--- config.mk ---
export PLATFORM = sky130hd
export DESIGN_NAME = counter_access_ctrl_flat
export DESIGN_NICKNAME = d
export VERILOG_FILES = /design/src/rtl/counter_access_ctrl_if.sv /design/src/rtl/counter_access_ctrl.sv /design/src/flat_wrapper.sv
export SDC_FILE = /design/constraint.sdc
export NUM_CORES = 1
export LEC_CHECK = 0
export ABC_AREA = 1
export BUFFER_PORTS_ARGS = -buffer_cell sky130_fd_sc_hd__buf_2
export CAP_MARGIN = 20
export CORE_AREA = 5 5 64 109
export CTS_BUF_LIST = sky130_fd_sc_hd__clkbuf_16
export DETAILED_ROUTE_END_ITERATION = 7
export DIE_AREA = 0 0 69 114
export PLACE_DENSITY = 0.68
export SLEW_MARGIN = 20
export SYNTH_ARGS = -nofsm -noshare
export SYNTH_HDL_FRONTEND = slang
export SYNTH_SLANG_ARGS = --single-unit
export TNS_END_PERCENT = 10
--- constraint.sdc ---
create_clock -name clk -period 1.6 [get_ports clk]
set_clock_uncertainty 0.15 [all_clocks]
set_input_delay 0.32 -clock clk [delete_from_list [all_inputs] [get_ports clk]]
set_output_delay 0.32 -clock clk [all_outputs]
set_load 0.005 [all_outputs]
--- src/rtl/counter_access_ctrl_if.sv ---
// counter_access_ctrl_if: CPU-side byte bus of one 8254 counter channel.
// master = CPU (drives strobes/address/data), slave = channel front end.
interface counter_access_ctrl_if;
  logic       cs;
  logic       wr;
  logic       rd;
  logic [1:0] a;
  logic [7:0] din;
  logic [7:0] dout;

  modport master (
    output cs,
    output wr,
    output rd,
    output a,
    output din,
    input  dout
  );

  modport slave (
    input  cs,
    input  wr,
    input  rd,
    input  a,
    input  din,
    output dout
  );
endinterface

--- src/rtl/counter_access_ctrl.sv ---
// counter_access_ctrl: per-channel 8254 CPU bus front end.
// Decodes control words, count writes/reads and latch commands.
// Ports: clk; rst (sync, active high);
//   bus: cs/wr/rd/a/din in, dout out (registered read data);
//   count_in: live count from the counter;
//   count_out/count_load: initial count and its one-cycle load strobe;
//   mode/bcd: programmed control-word fields.
module counter_access_ctrl #(
  parameter int unsigned COUNTER_ID = 0
) (
  input  logic                 clk,
  input  logic                 rst,
  counter_access_ctrl_if.slave bus,
  input  logic [15:0]          count_in,
  output logic [15:0]          count_out,
  output logic                 count_load,
  output logic [2:0]           mode,
  output logic                 bcd
);

  typedef enum logic {
    PH_LSB = 1'b0,
    PH_MSB = 1'b1
  } phase_e;

  localparam logic [1:0] ID       = 2'(COUNTER_ID);
  localparam logic [1:0] A_CTRL   = 2'd3;
  localparam logic [1:0] RW_LATCH = 2'b00;
  localparam logic [1:0] RW_LSB   = 2'b01;
  localparam logic [1:0] RW_MSB   = 2'b10;
  localparam logic [1:0] RW_BOTH  = 2'b11;

  logic [7:0]  dout_q, dout_d;
  logic [15:0] cout_q, cout_d;
  logic        load_q, load_d;
  logic [2:0]  mode_q, mode_d;
  logic        bcd_q, bcd_d;
  logic [1:0]  rw_q, rw_d;
  phase_e      wph_q, wph_d;
  phase_e      rph_q, rph_d;
  logic        lat_q, lat_d;
  logic [15:0] ol_q, ol_d;
  logic [7:0]  lsb_q, lsb_d;

  logic [1:0]  cw_sc;
  logic [1:0]  cw_rw;
  logic [2:0]  cw_m;
  logic        cw_bcd;
  logic        wr_en;
  logic        rd_en;
  logic        cw_hit;
  logic        dw_hit;
  logic        dr_hit;
  logic [15:0] src;

  assign cw_sc  = bus.din[7:6];
  assign cw_rw  = bus.din[5:4];
  assign cw_m   = bus.din[3:1];
  assign cw_bcd = bus.din[0];

  // A write strobe always wins; a concurrent read is dropped.
  assign wr_en = bus.cs & bus.wr;
  assign rd_en = bus.cs & bus.rd & ~bus.wr;

  // SC==3 (read-back) can never equal a channel id 0..2.
  assign cw_hit = wr_en & (bus.a == A_CTRL) & (cw_sc == ID);
  assign dw_hit = wr_en & (bus.a == ID);
  assign dr_hit = rd_en & (bus.a == ID);

  assign src = lat_q ? ol_q : count_in;

  always_comb begin
    dout_d = dout_q;
    cout_d = cout_q;
    load_d = 1'b0;
    mode_d = mode_q;
    bcd_d  = bcd_q;
    rw_d   = rw_q;
    wph_d  = wph_q;
    rph_d  = rph_q;
    lat_d  = lat_q;
    ol_d   = ol_q;
    lsb_d  = lsb_q;
    unique case (1'b1)
      cw_hit: begin
        if (cw_rw == RW_LATCH) begin
          // A pending latch is kept until it is read out.
          if (!lat_q) begin
            ol_d  = count_in;
            lat_d = 1'b1;
          end
        end else begin
          mode_d = cw_m;
          bcd_d  = cw_bcd;
          rw_d   = cw_rw;
          wph_d  = PH_LSB;
          rph_d  = PH_LSB;
          lat_d  = 1'b0;
        end
      end
      dw_hit: begin
        case (rw_q)
          RW_LSB: begin
            cout_d = {8'h00, bus.din};
            load_d = 1'b1;
          end
          RW_MSB: begin
            cout_d = {bus.din, 8'h00};
            load_d = 1'b1;
          end
          RW_BOTH: begin
            if (wph_q == PH_LSB) begin
              lsb_d = bus.din;
              wph_d = PH_MSB;
            end else begin
              cout_d = {bus.din, lsb_q};
              wph_d  = PH_LSB;
              load_d = 1'b1;
            end
          end
          default: ;
        endcase
      end
      dr_hit: begin
        case (rw_q)
          RW_LSB: begin
            dout_d = src[7:0];
            lat_d  = 1'b0;
          end
          RW_MSB: begin
            dout_d = src[15:8];
            lat_d  = 1'b0;
          end
          RW_BOTH: begin
            if (rph_q == PH_LSB) begin
              dout_d = src[7:0];
              rph_d  = PH_MSB;
            end else begin
              dout_d = src[15:8];
              rph_d  = PH_LSB;
              lat_d  = 1'b0;
            end
          end
          default: ;
        endcase
      end
      default: ;
    endcase
  end

  always_ff @(posedge clk) begin
    if (rst) begin
      dout_q <= 8'h00;
      cout_q <= 16'h0000;
      load_q <= 1'b0;
      mode_q <= 3'b000;
      bcd_q  <= 1'b0;
      rw_q   <= RW_BOTH;
      wph_q  <= PH_LSB;
      rph_q  <= PH_LSB;
      lat_q  <= 1'b0;
      ol_q   <= 16'h0000;
      lsb_q  <= 8'h00;
    end else begin
      dout_q <= dout_d;
      cout_q <= cout_d;
      load_q <= load_d;
      mode_q <= mode_d;
      bcd_q  <= bcd_d;
      rw_q   <= rw_d;
      wph_q  <= wph_d;
      rph_q  <= rph_d;
      lat_q  <= lat_d;
      ol_q   <= ol_d;
      lsb_q  <= lsb_d;
    end
  end

  assign bus.dout   = dout_q;
  assign count_out  = cout_q;
  assign count_load = load_q;
  assign mode       = mode_q;
  assign bcd        = bcd_q;

endmodule

--- src/flat_wrapper.sv ---
// flat-port wrapper written by rule: the top's interface ports become plain ports
module counter_access_ctrl_flat 
#(
  parameter int unsigned COUNTER_ID = 0
)
  (clk, rst, count_in, count_out, count_load, mode, bcd, bus_cs, bus_wr, bus_rd, bus_a, bus_din, bus_dout);
  counter_access_ctrl_if bus_i ();
  input  logic clk;
  input  logic rst;
  input  logic [15:0] count_in;
  output logic [15:0] count_out;
  output logic count_load;
  output logic [2:0] mode;
  output logic bcd;
  input wire logic [$bits(bus_i.cs)-1:0] bus_cs;
  input wire logic [$bits(bus_i.wr)-1:0] bus_wr;
  input wire logic [$bits(bus_i.rd)-1:0] bus_rd;
  input wire logic [$bits(bus_i.a)-1:0] bus_a;
  input wire logic [$bits(bus_i.din)-1:0] bus_din;
  output wire logic [$bits(bus_i.dout)-1:0] bus_dout;
  assign bus_i.cs = bus_cs;
  assign bus_i.wr = bus_wr;
  assign bus_i.rd = bus_rd;
  assign bus_i.a = bus_a;
  assign bus_i.din = bus_din;
  assign bus_dout = bus_i.dout;
  counter_access_ctrl #(.COUNTER_ID(COUNTER_ID)) u_core (.clk(clk), .rst(rst), .bus(bus_i), .count_in(count_in), .count_out(count_out), .count_load(count_load), .mode(mode), .bcd(bcd));
endmodule
-- Word-level counts from Yosys, hierarchy flattened
Cells that the tools add are included.
W data, S select, Z words.
- flip-flop bits (word level): 58
- bits in latches: 0
- RAM bits: 0
- memory bits (read-only): 0
- input bits: 31
- output and inout port bits: 29
- logic and storage cells: 66
- memories: 0
- $add $sub $neg: 0
- multiply operators: 0
- divide/modulo/power cells: 0
- order comparisons: 0
- equal/unequal tests: 10
- shifts and indexed selects: 0
- multiplexer cells: 18
- bitwise operators: 11
- reduce and logical (&&, ||, !) cells: 16
- operator list (operator ; number):
    $pmux W16 S3 ; 1
    $mux W16 ; 2
    $pmux W8 S3 ; 1
    $reduce_and A3 Y1 ; 5
    $pmux W1 S2 ; 5
    $mux W1 ; 8
    $mux W8 ; 1
    $and A1 B1 Y1 ; 7
    $eq A2 B2 Y1 const B ; 3
    $logic_not A2 Y1 ; 3
    $ne A2 B2 Y1 const B ; 3
    $reduce_and A2 Y1 ; 3
    $not A1 Y1 ; 4
    $reduce_bool A2 Y1 ; 2
    $reduce_or A2 Y1 ; 2
    $ne A3 B2 Y1 const B ; 1
    $ne A3 B3 Y1 const B ; 1
    $reduce_bool A3 Y1 ; 1
    $eq A2 B1 Y1 const B ; 1
    $ne A2 B1 Y1 const B ; 1

-- Longest topological paths before layout
Gate-level depths: netlist of run 1.
- depth after elaboration: 5
- depth in mapped cells: 8
- mapped depth without buffers: 7

-- Least setup slack after synthesis of run 1
Ideal clock, no wire load.
- kind: register to register
- start point: register u_core.rw_q[0]
- end point: register u_core.cout_q[5] (netlist: u_core.count_out[5])
- library setup time: 0.070 ns
- arrival: 1.349 ns
- data required time: 1.380 ns
- path slack: 0.031 ns
- cell stages (with the launch flop): 9
- path buffers: 2
- period minus slack after synthesis: 1.569 ns
- cells stage by stage: dfxtp_1 -> ha_1 -> buf_6 -> inv_2 -> nor2_4 -> nor3_4 -> buf_6 -> o21ai_0 -> a21oi_1
- word-level cells in the longest chain between the ends: 3
- elaborated cells between the ends (all ways): 7
- those cells by class: eq/ne (4); mux (1); reduce/logical (2)
- ends and longest elaborated chain (element ; line ; text):
    start, declared ; counter_access_ctrl.sv:38 ; logic [1:0] rw_q, rw_d;
    start signal, assigned ; counter_access_ctrl.sv:170 ; rw_q <= rw_d;
    $eq A2 B2 Y1 or $eq A2 B1 Y1 (tied branches) ; counter_access_ctrl.sv:102 ; case (rw_q)
    $ne A2 B1 Y1 (no line) or $reduce_bool A3 Y1 (tied branches) ; -- ;
    $reduce_and A3 Y1 (no line) ; -- ;
    end signal, assigned ; counter_access_ctrl.sv:166 ; cout_q <= cout_d;
    end, declared ; counter_access_ctrl.sv:34 ; logic [15:0] cout_q, cout_d;
Parallel ways exist; a longest one is shown, timed or not.
A chain may end at the register's enable or synchronous reset.

-- Worst setup path in the final report of run 1
- start point: register u_core.rw_q[0]
- end point: register u_core.cout_q[10] (netlist: u_core.count_out[10])
Same word-level chain as after synthesis.

==> results.yml, run 1 <==
floorplanning:
  core_sq_um: 6090
  start_util: 0.418
  fp.dieH_microns: 114
  num_rows: 38
  io_pins: 60
  dieArea_sq_um: 7870
  die_w_microns: 69
power:
  p_leak_uw: 0.00146
  pwr-share-comb: 0.063
  intPower_uw: 2910
  powerDensity_nw_per_um2: 1080
  switching_share: 0.219
  seqPwrFrac: 0.394
  pwr-share-clk: 0.544
  p_sw_uw: 817
  vdd_drop_max_uv: 738
sta:
  rsz0062_at_grt: "yes"
  setup_slack_ns: 0.0680
  drv_slew: 0
  period_share: 0.958
  hold_violations: 0
  slew_headroom: 0.710
  max_freq_mhz: 653
  fin_crit_ns: 1.53
  worst_slew_pin_slew_ns: 0.431
  holdWs_ns: 0.135
  finalSetupViolations: 0
setup_path:
  arrival_ns: 1.64
  worstSetupPathType: "register to register"
  worst_setup_path_start_kind: "register"
  cp-end-kind: "register"
  cp.required_ns: 1.71
  worstPathMaxFanout: 6
global_route:
  grt_max_degree: 22
  grt_pass1_vias: 2656
  grt_overflow: 0
  grt_pass1_wl_microns: 11900
  track_usage: 0.189
  antenna_found_initial: 0
cells_and_area:
  stdcell_area_sq_um: 3470
  fin_cells: 509
  areaGrowthSynthToFinish_pct: 36.2
  antennaDiodeCount: 0
  nNetsFinal: 458
  ff_latch_area_sq_um: 1170
  fill_cells: 618
  layout-drive-gt1-share: 0.294
  multi_input_area_sq_um: 1240
  utilization: 0.570
clocking:
  path_clk_slew_ns: 0.06
  cts_tree: "done"
  cts_sinks: 58
  cts-root-buf: "clkbuf_16"
  numCtsBuffers: 9
  cts_max_level: 3
  insertion_delay_ns: 0.32
  clockBufferDepth: 2
logic_synthesis:
  synth_warnings: 0
  synth.distinct_cells: 24
  seq_area_frac_synth: 0.456
  ys_seq_elements: 58
  netlist_instances: 342
  synth_nets: 376
  syn_avg_cell_area_sq_um: 7.44
  syn_area_sq_um: 2540
routing:
  drcViolationCount: 0
  vias: 2634
  via_per_inst: 5.17
  wl_per_cell_microns: 14.0
  drtPass1Iterations: 5
  route.final.wire_length_microns: 7110
  ant_nets: 0
  drt_iter0_markers: 229
status:
  outcome: "finished clean"
placement:
  dp.cells: 490
  io_buffers: 59
  dp_hpwl_microns: 5100
  place_area_sq_um: 3050
  dpl_worst_slack_ns: -0.0133
  routabilityCongestion: 0.861
worst_hold_path:
  min_path_type: "input port to register"
flow_run:
  maxCapViolations: 0
## power by group through the flow
stage          combinational, uW  sequential (uW)  clock [uW]
2_1_floorplan                112             1500           0
3_3_place_gp                 226             1500           0
3_5_place_dp                 227             1500           0
4_1_cts                      231             1470        2060
5_1_grt                      260             1470        2140
6_report                     233             1470        2030
## per-stage QoR
| stage | TNS, ns | power, uW |
|---|---|---|
| floorplan | 0 | 1610 |
| global placement | 0 | 1720 |
| detailed placement | -0.0133 | 1730 |
| CTS | 0 | 3760 |
| global route | -0.0715 | 3860 |
| finish | 0 | 3730 |
## worst max-delay path, cell delays in order (launching register included)
cell,delay (ns)
dfxtp_2,0.36
inv_2,0.07
ha_2,0.21
nor3_4,0.18
buf_6,0.16
buf_4,0.14
nand3_1,0.07
a21oi_1,0.13
## sequential cells by signal, indices dropped and copies added (netlist names)
register           cells
u_core.lat_q           1
u_core.ol_q           16
u_core.rph_q           1
u_core.count_out      16
u_core.count_load      1
u_core.mode            3
u_core.lsb_q           8
u_core.wph_q           1
u_core.rw_q            2
u_core.bus.dout        8
u_core.bcd             1
## cells by family (layout without fill, tap and decap cells)
logic type                 count (synthesis)  in the layout  synth area share
and+or+nand+nor                          136            136             0.242
AOI/OAI and AO/OA                        100            100             0.210
buffers and inverters                     45            132            0.0767
adders and majority gates                  3              3            0.0148
DFF                                       58             58             0.456
## path summary, 6_finish.rpt
kind / from / cells after the start / slack (ns) / to
setup / recovery: u_core.rw_q[0]$_SDFFE_PP1P_ / 7 / 0.07 / u_core.count_out[10]$_SDFFE_PP0P_
hold / removal: bus_din[0] / 3 / 0.13 / u_core.bcd$_SDFFE_PP0P_
setup reg to reg: u_core.rw_q[0]$_SDFFE_PP1P_ / 7 / 0.07 / u_core.count_out[10]$_SDFFE_PP0P_
hold reg to reg: u_core.ol_q[11]$_SDFFE_PP0P_ / 2 / 0.29 / u_core.ol_q[11]$_SDFFE_PP0P_
## placed cells by master (no fill, tap or decap), types with 3 or more instances in the layout
cell type	n
a21oi_1	41
a21oi_2	5
a22oi_1	8
buf_2	59
buf_4	23
buf_6	4
clkbuf_16	9
dfxtp_1	56
inv_1	24
inv_2	4
nand2_1	60
nand3_1	37
nor2_1	27
nor2_4	4
o21ai_0	33
o21ai_1	3
o22ai_1	8
## metal layers
| metal | routed length (microns) | GRT usage | share of wire | vias to the layer above |
|---|---|---|---|---|
| li1 | - | - | - | 1326 |
| met1 | 2610 | 0.189 | 0.37 | 1210 |
| met2 | 3900 | 0.357 | 0.55 | 74 |
| met3 | 320 | 0.0406 | 0.045 | 24 |
| met4 | 270 | 0.103 | 0.038 | 0 |
| met5 | 0 | 0 | 0 | - |
## synth_stat cells
cell type	instances	share of area
nor2_2	2	0.0049
nor2_4	3	0.013
o21ai_1	3	0.0059
nand3_1	37	0.073
ha_1	3	0.015
nor3_4	1	0.0064
clkbuf_1	12	0.018
inv_1	25	0.037
buf_6	3	0.013
buf_4	1	0.0030
o21ai_0	33	0.065
o22ai_1	8	0.020
nand3_2	1	0.0039
nor4_1	1	0.0025
a21oi_1	46	0.090
inv_2	3	0.0044
nand4_1	2	0.0049
o211ai_1	2	0.0059
nor2_1	27	0.040
a22oi_1	8	0.024
nand2_2	2	0.0049
clkinv_1	1	0.0015
dfxtp_1	58	0.46
nand2_1	60	0.088
## timing repair
item	in CTS	in global routing
endpoints found under the setup margin	15	24
cloned	2	0
hold endpoints to repair	0	0
buffers inserted	1	0
gates resized for setup	6	15
hold buffers	0	0
pin swaps	1	1
## final cells by class
cell class / count / area share
sequential: 58 / 0.336
multi-input combinational: 239 / 0.358
clock buffer: 9 / 0.0650
clock inverter: 7 / 0.0271
timing repair buffer: 87 / 0.154
inverter: 29 / 0.0314
tap: 80 / 0.0289
No activity file was read; power rests on OpenSTA's default activity.
==> run 2: changes to the inputs <==
--- a/config.mk
+++ b/config.mk
@@ -5,14 +5,13 @@
 export SDC_FILE = /design/constraint.sdc
 export NUM_CORES = 1
 export LEC_CHECK = 0
-export ABC_AREA = 1
 export BUFFER_PORTS_ARGS = -buffer_cell sky130_fd_sc_hd__buf_2
 export CAP_MARGIN = 20
-export CORE_AREA = 5 5 64 109
+export CORE_AREA = 5 5 69 118
 export CTS_BUF_LIST = sky130_fd_sc_hd__clkbuf_16
 export DETAILED_ROUTE_END_ITERATION = 7
-export DIE_AREA = 0 0 69 114
-export PLACE_DENSITY = 0.68
+export DIE_AREA = 0 0 74 123
+export PLACE_DENSITY = 0.67
 export SLEW_MARGIN = 20
 export SYNTH_ARGS = -nofsm -noshare
 export SYNTH_HDL_FRONTEND = slang
==> results.yml, run 2 <==
power:
  vdd_drop_max_uv: 547
  design_power_total_uw: 3480
  p_leak_uw: 0.00155
  powerDensity_nw_per_um2: 836
clocking:
  numCtsBuffers: 9
  cts_tree: "done"
  insertion_delay_ns: 0.33
  cts-root-buf: "clkbuf_16"
  path_clk_slew_ns: 0.05
  cts_max_level: 3
  cts_hold_buf: 0
  clockBufferDepth: 2
  cts_sinks: 58
setup_path:
  r2r-start: "u_core.rw_q[0]$_SDFFE_PP1P_"
  cp.required_ns: 1.71
  arrival_ns: 1.89
  cp-end-kind: "register"
  worstSetupPathType: "register to register"
  worstPathMaxFanout: 11
  critPathLaunch: "u_core.rw_q[0]$_SDFFE_PP1P_"
  worst_setup_path_start_kind: "register"
logic_synthesis:
  syn_area_sq_um: 3020
  synth_most_common_cell: "dfxtp_1"
  synth_common_cells: "58 x dfxtp_1, 53 x a21oi_1, 33 x o31ai_1"
  synth_mux_area_frac: 0.0629
  async_reset_ff_frac: 0
  synth_adder_area_share: 0.0124
  netlist_instances: 343
  synth_nets: 377
  seq_area_frac_synth: 0.384
  ys_seq_elements: 58
  synth_xor_area_frac: 0
  synth-edff-count: 0
  synth_warnings: 0
  synth-simple-area-share: 0.176
  synth_compound_area_frac: 0.296
  synth.area.top_cells: "dfxtp_1 38%, a21oi_1 8.8%, o31ai_1 8.2%"
  synth_top_area_frac: 0.384
  synth_top_family_by_area: "compound AO/OA/AOI/OAI gates"
  yosysTopAreaCell: "dfxtp_1"
  synth.distinct_cells: 43
  synth_ff_type: "dfxtp_1"
  syn_avg_cell_area_sq_um: 8.82
routing:
  wl_per_cell_microns: 17.3
  route.final.wire_length_microns: 9000
  drt_iter0_markers: 195
  top_layer: "met4"
  ant_nets: 0
  drcViolationCount: 0
  vias: 3072
  met1Wirelength_microns: 3240
  drtPass1Iterations: 4
  met3WireLength_microns: 362
  via_per_inst: 5.92
  route.met2.wl_microns: 5030
cells_and_area:
  areaGrowthSynthToFinish_pct: 37.4
  layout-drive-gt1-share: 0.430
  fill_cells: 639
  final_common_cell: "buf_2"
  layout_common_cells: "59 x buf_2, 56 x dfxtp_1, 48 x buf_4"
  nNetsFinal: 462
  antennaDiodeCount: 0
  fin_cells: 519
status:
  outcome: "finished with violations"
  violations: "negative setup slack"
placement:
  dp_hpwl_microns: 6540
  dp.cells: 497
  dpl_worst_slack_ns: -0.234
  io_buffers: 59
  routabilityCongestion: 0.780
floorplanning:
  core_sq_um: 7130
  num_rows: 41
  start_util: 0.424
  fp.dieH_microns: 123
  io_pins: 60
  die_w_microns: 74
  dieArea_sq_um: 9100
worst_hold_path:
  hp-start: "count_in[3]"
  min_path_type: "input port to register"
sta:
  max_freq_mhz: 562
  period_share: 1.11
  finalSetupViolations: 25
  slew_headroom: 0.764
  drv_slew: 0
  holdWs_ns: 0.122
  rsz0062_at_grt: "yes"
  worst_slew_pin_slew_ns: 0.354
  hold_violations: 0
  fin_crit_ns: 1.78
  setup_tns_ns: -3.12
  setup_slack_ns: -0.180
flow_run:
  maxCapViolations: 0
global_route:
  grt_overflow: 0
  grt_pass1_vias: 3038
  track_usage: 0.207
  grt_max_degree: 34
  grt_pass1_wl_microns: 14400
  antenna_found_initial: 0
-- run 2: worst max-delay path: stages (launching register included) --
cell and delay, ns:
dfxtp_4 0.38, inv_4 0.05, ha_4 0.18, or3b_2 0.44, a2111o_1 0.39, a21oi_2 0.12
-- run 2: worst paths after layout --
kind	slack, ns	depth (start not counted)	endpoint
max	-0.18	5	u_core.count_out[1]$_SDFFE_PP0P_
min reg2reg	0.31	2	u_core.ol_q[12]$_SDFFE_PP0P_
max reg2reg	-0.18	5	u_core.count_out[1]$_SDFFE_PP0P_
min	0.12	3	u_core.ol_q[3]$_SDFFE_PP0P_
-- run 2: per-layer routing --
metal	global-route usage	vias up
met5	0	-
met4	0.119	0
met3	0.0382	22
met2	0.374	78
met1	0.215	1469
li1	-	1503
-- run 2: final cells by class --
class	instances	area, sq um	share of cell area
timing repair buffer	117	786	0.189
inverter	3	13.8	0.00331
tap	86	108	0.0259
multi-input combinational	239	1830	0.439
sequential	58	1170	0.281
clock buffer	9	225	0.0542
clock inverter	7	30.0	0.00722
-- run 2: power breakdown --
| part | leakage [uW] | internal, uW | total, uW | switching, uW |
|---|---|---|---|---|
| clock | 0.000140 | 1010 | 1660 | 647 |
| sequential | 0.000468 | 1460 | 1460 | 7.42 |
| combinational | 0.000943 | 161 | 352 | 191 |
-- run 2: what timing repair did --
item / in CTS / in global routing
endpoints found under the setup margin: 27 / 29
pin swaps: 18 / 1
buffers inserted: 6 / 0
gates resized for setup: 32 / 14
-- run 2: kinds of logic (layout without fill, tap and decap cells) --
logic type,count (synthesis),in the layout
and+or+nand+nor,80,80
adders and majority gates,3,3
buffers and inverters,46,136
muxes,17,17
DFF,58,58
AOI/OAI and AO/OA,139,139
-- run 2: stage by stage --
stage	area (sq um)	util
after floorplan	3070	-
after global placement	3690	0.517
after detailed placement	3690	0.517
after CTS	4110	0.576
after global routing	4160	0.583
final	4160	0.583
==> run 3: changes to the inputs <==
==> constraint.sdc (replaced) <==
create_clock -name clk -period 1.6 [get_ports clk]
set_clock_uncertainty 0.15 [all_clocks]
set_input_delay 0.16 -clock clk [delete_from_list [all_inputs] [get_ports clk]]
set_output_delay 0.16 -clock clk [all_outputs]
set_load 0.005 [all_outputs]
==> results.yml, run 3 (synthesis gave the netlist of run 2 again) <==
clocking:
  cts_sinks: 58
  insertion_delay_ns: 0.33
  cts_tree: "done"
  numCtsBuffers: 9
  clockBufferDepth: 2
  cts_max_level: 3
  cts-root-buf: "clkbuf_16"
  path_clk_slew_ns: 0.05
setup_path:
  worstSetupPathType: "register to register"
  worst-path-stages: 5
  critPathLaunch: "u_core.rw_q[1]$_SDFFE_PP1P_"
  critPathMaxStageDelay_ns: 0.39
  arrival_ns: 1.90
  cp_slowest_cell: "a2111o_1"
  reg2reg_to: "u_core.count_out[7]$_SDFFE_PP0P_"
  cp-end-kind: "register"
  critPathTopFamily: "compound AO/OA/AOI/OAI gates"
  crit_end: "u_core.count_out[7]$_SDFFE_PP0P_"
  path_cells: "ha_4 > buf_4 > or3b_1 > a2111o_1 > a21oi_2"
  cp.required_ns: 1.72
  r2r-start: "u_core.rw_q[1]$_SDFFE_PP1P_"
  worst_setup_path_start_kind: "register"
  r2r_setup_slack_ns: -0.18
  crit_buf_inv: 1
  reg2reg_depth: 5
  worstPathMaxFanout: 9
worst_hold_path:
  min_path_type: "input port to register"
  hp-start: "bus_din[5]"
global_route:
  antenna_found_initial: 0
  grt_max_degree: 34
  grt_pass1_vias: 3040
  grt_pass1_wl_microns: 14600
  grt_overflow: 0
  track_usage: 0.210
cells_and_area:
  fin_cells: 538
  fill_cells: 619
  antennaDiodeCount: 0
  layout_common_cells: "59 x buf_2, 56 x dfxtp_1, 49 x buf_4"
  final_common_cell: "buf_2"
  layout-drive-gt1-share: 0.369
  utilization: 0.599
  areaGrowthSynthToFinish_pct: 41.3
  nNetsFinal: 482
routing:
  drcViolationCount: 0
  ant_nets: 0
  wl_per_cell_microns: 17.4
  vias: 3166
  via_per_inst: 5.88
  route.final.wire_length_microns: 9340
  drt_iter0_markers: 211
  drtPass1Iterations: 4
sta:
  max_freq_mhz: 561
  setup_slack_ns: -0.183
  worst_slew_pin_slew_ns: 0.483
  period_share: 1.11
  hold_violations: 0
  slew_headroom: 0.678
  fin_crit_ns: 1.78
  finalSetupViolations: 25
  drv_slew: 0
  rsz0062_at_grt: "yes"
placement:
  dp_hpwl_microns: 6430
  dp.cells: 491
  io_buffers: 59
  routabilityCongestion: 0.791
floorplanning:
  num_rows: 41
  fp.dieH_microns: 123
  die_w_microns: 74
  core_sq_um: 7130
  io_pins: 60
  dieArea_sq_um: 9100
  start_util: 0.424
power:
  intPower_uw: 2640
  seqPwrFrac: 0.423
  pwr-share-clk: 0.468
  powerDensity_nw_per_um2: 810
  vdd_drop_max_uv: 661
  switching_share: 0.238
  pwr-share-comb: 0.108
  p_leak_uw: 0.00163
  p_sw_uw: 823
flow_run:
  maxCapViolations: 0
status:
  violations: "negative setup slack"
  outcome: "finished with violations"
==> run 3: worst min-delay path by stage <==
| stage | endpoint | slack, ns | cells after the start |
|---|---|---|---|
| 2_1_floorplan | u_core.bcd$_SDFFE_PP0P_ | 0.16 | 2 |
| 3_3_place_gp | u_core.ol_q[1]$_SDFFE_PP0P_ | 0.30 | 2 |
| 3_5_place_dp | u_core.ol_q[10]$_SDFFE_PP0P_ | 0.30 | 3 |
| 4_1_cts | u_core.lsb_q[5]$_SDFFE_PP0P_ | 0.02 | 3 |
| 5_1_grt | u_core.lsb_q[5]$_SDFFE_PP0P_ | 0.06 | 3 |
| 6_report | u_core.lsb_q[5]$_SDFFE_PP0P_ | 0.03 | 3 |
==> run 3: power by group through the flow <==
| stage | combinational [uW] | clock [uW] | sequential (uW) |
|---|---|---|---|
| floorplan | 162 | 0 | 1490 |
| global placement | 307 | 0 | 1490 |
| detailed placement | 308 | 0 | 1490 |
| CTS | 358 | 1640 | 1460 |
| global route | 402 | 1700 | 1460 |
| finish | 375 | 1620 | 1470 |
==> run 3: layout make-up <==
class	instances	area, sq um	area share
clock buffer	9	225	0.0527
clock inverter	6	22.5	0.00527
inverter	3	13.8	0.00322
multi-input combinational	239	1770	0.415
sequential	58	1170	0.273
tap	86	108	0.0252
timing repair buffer	137	963	0.225
==> run 3: per-layer routing <==
| metal | vias to the layer above | GRT usage | wire (microns) |
|---|---|---|---|
| met2 | 90 | 0.389 | 5180 |
| met1 | 1518 | 0.212 | 3400 |
| met3 | 20 | 0.0431 | 432 |
| met5 | - | 0 | 0 |
| met4 | 0 | 0.113 | 322 |
| li1 | 1538 | - | - |
==> run 3: worst reg2reg max path, cell delays in order, from the launching register on <==
cell and delay (ns):
dfxtp_4 0.36, ha_4 0.19, buf_4 0.15, or3b_1 0.36
a2111o_1 0.39, a21oi_2 0.11
==> run 3: stage by stage <==
step                power, uW  hold WS, ns  setup TNS (ns)  setup slack [ns]  area [sq um]
detailed placement       1800        0.304           -4.29            -0.205          3630
floorplan                1660        0.158          -0.907           -0.0646          3070
finish                   3460       0.0264           -2.84            -0.183          4270
global placement         1800        0.296           -4.15            -0.211          3630
CTS                      3470       0.0200           -3.57            -0.171          4160
global route             3560       0.0639           -4.60            -0.237          4270
==> run 3: timing repair <==
item	in CTS	in global routing
hold buffers	23	0
gates resized for setup	6	19
endpoints found under the hold margin	27	0
buffers inserted	5	4
setup endpoints to repair	26	29
pin swaps	11	7
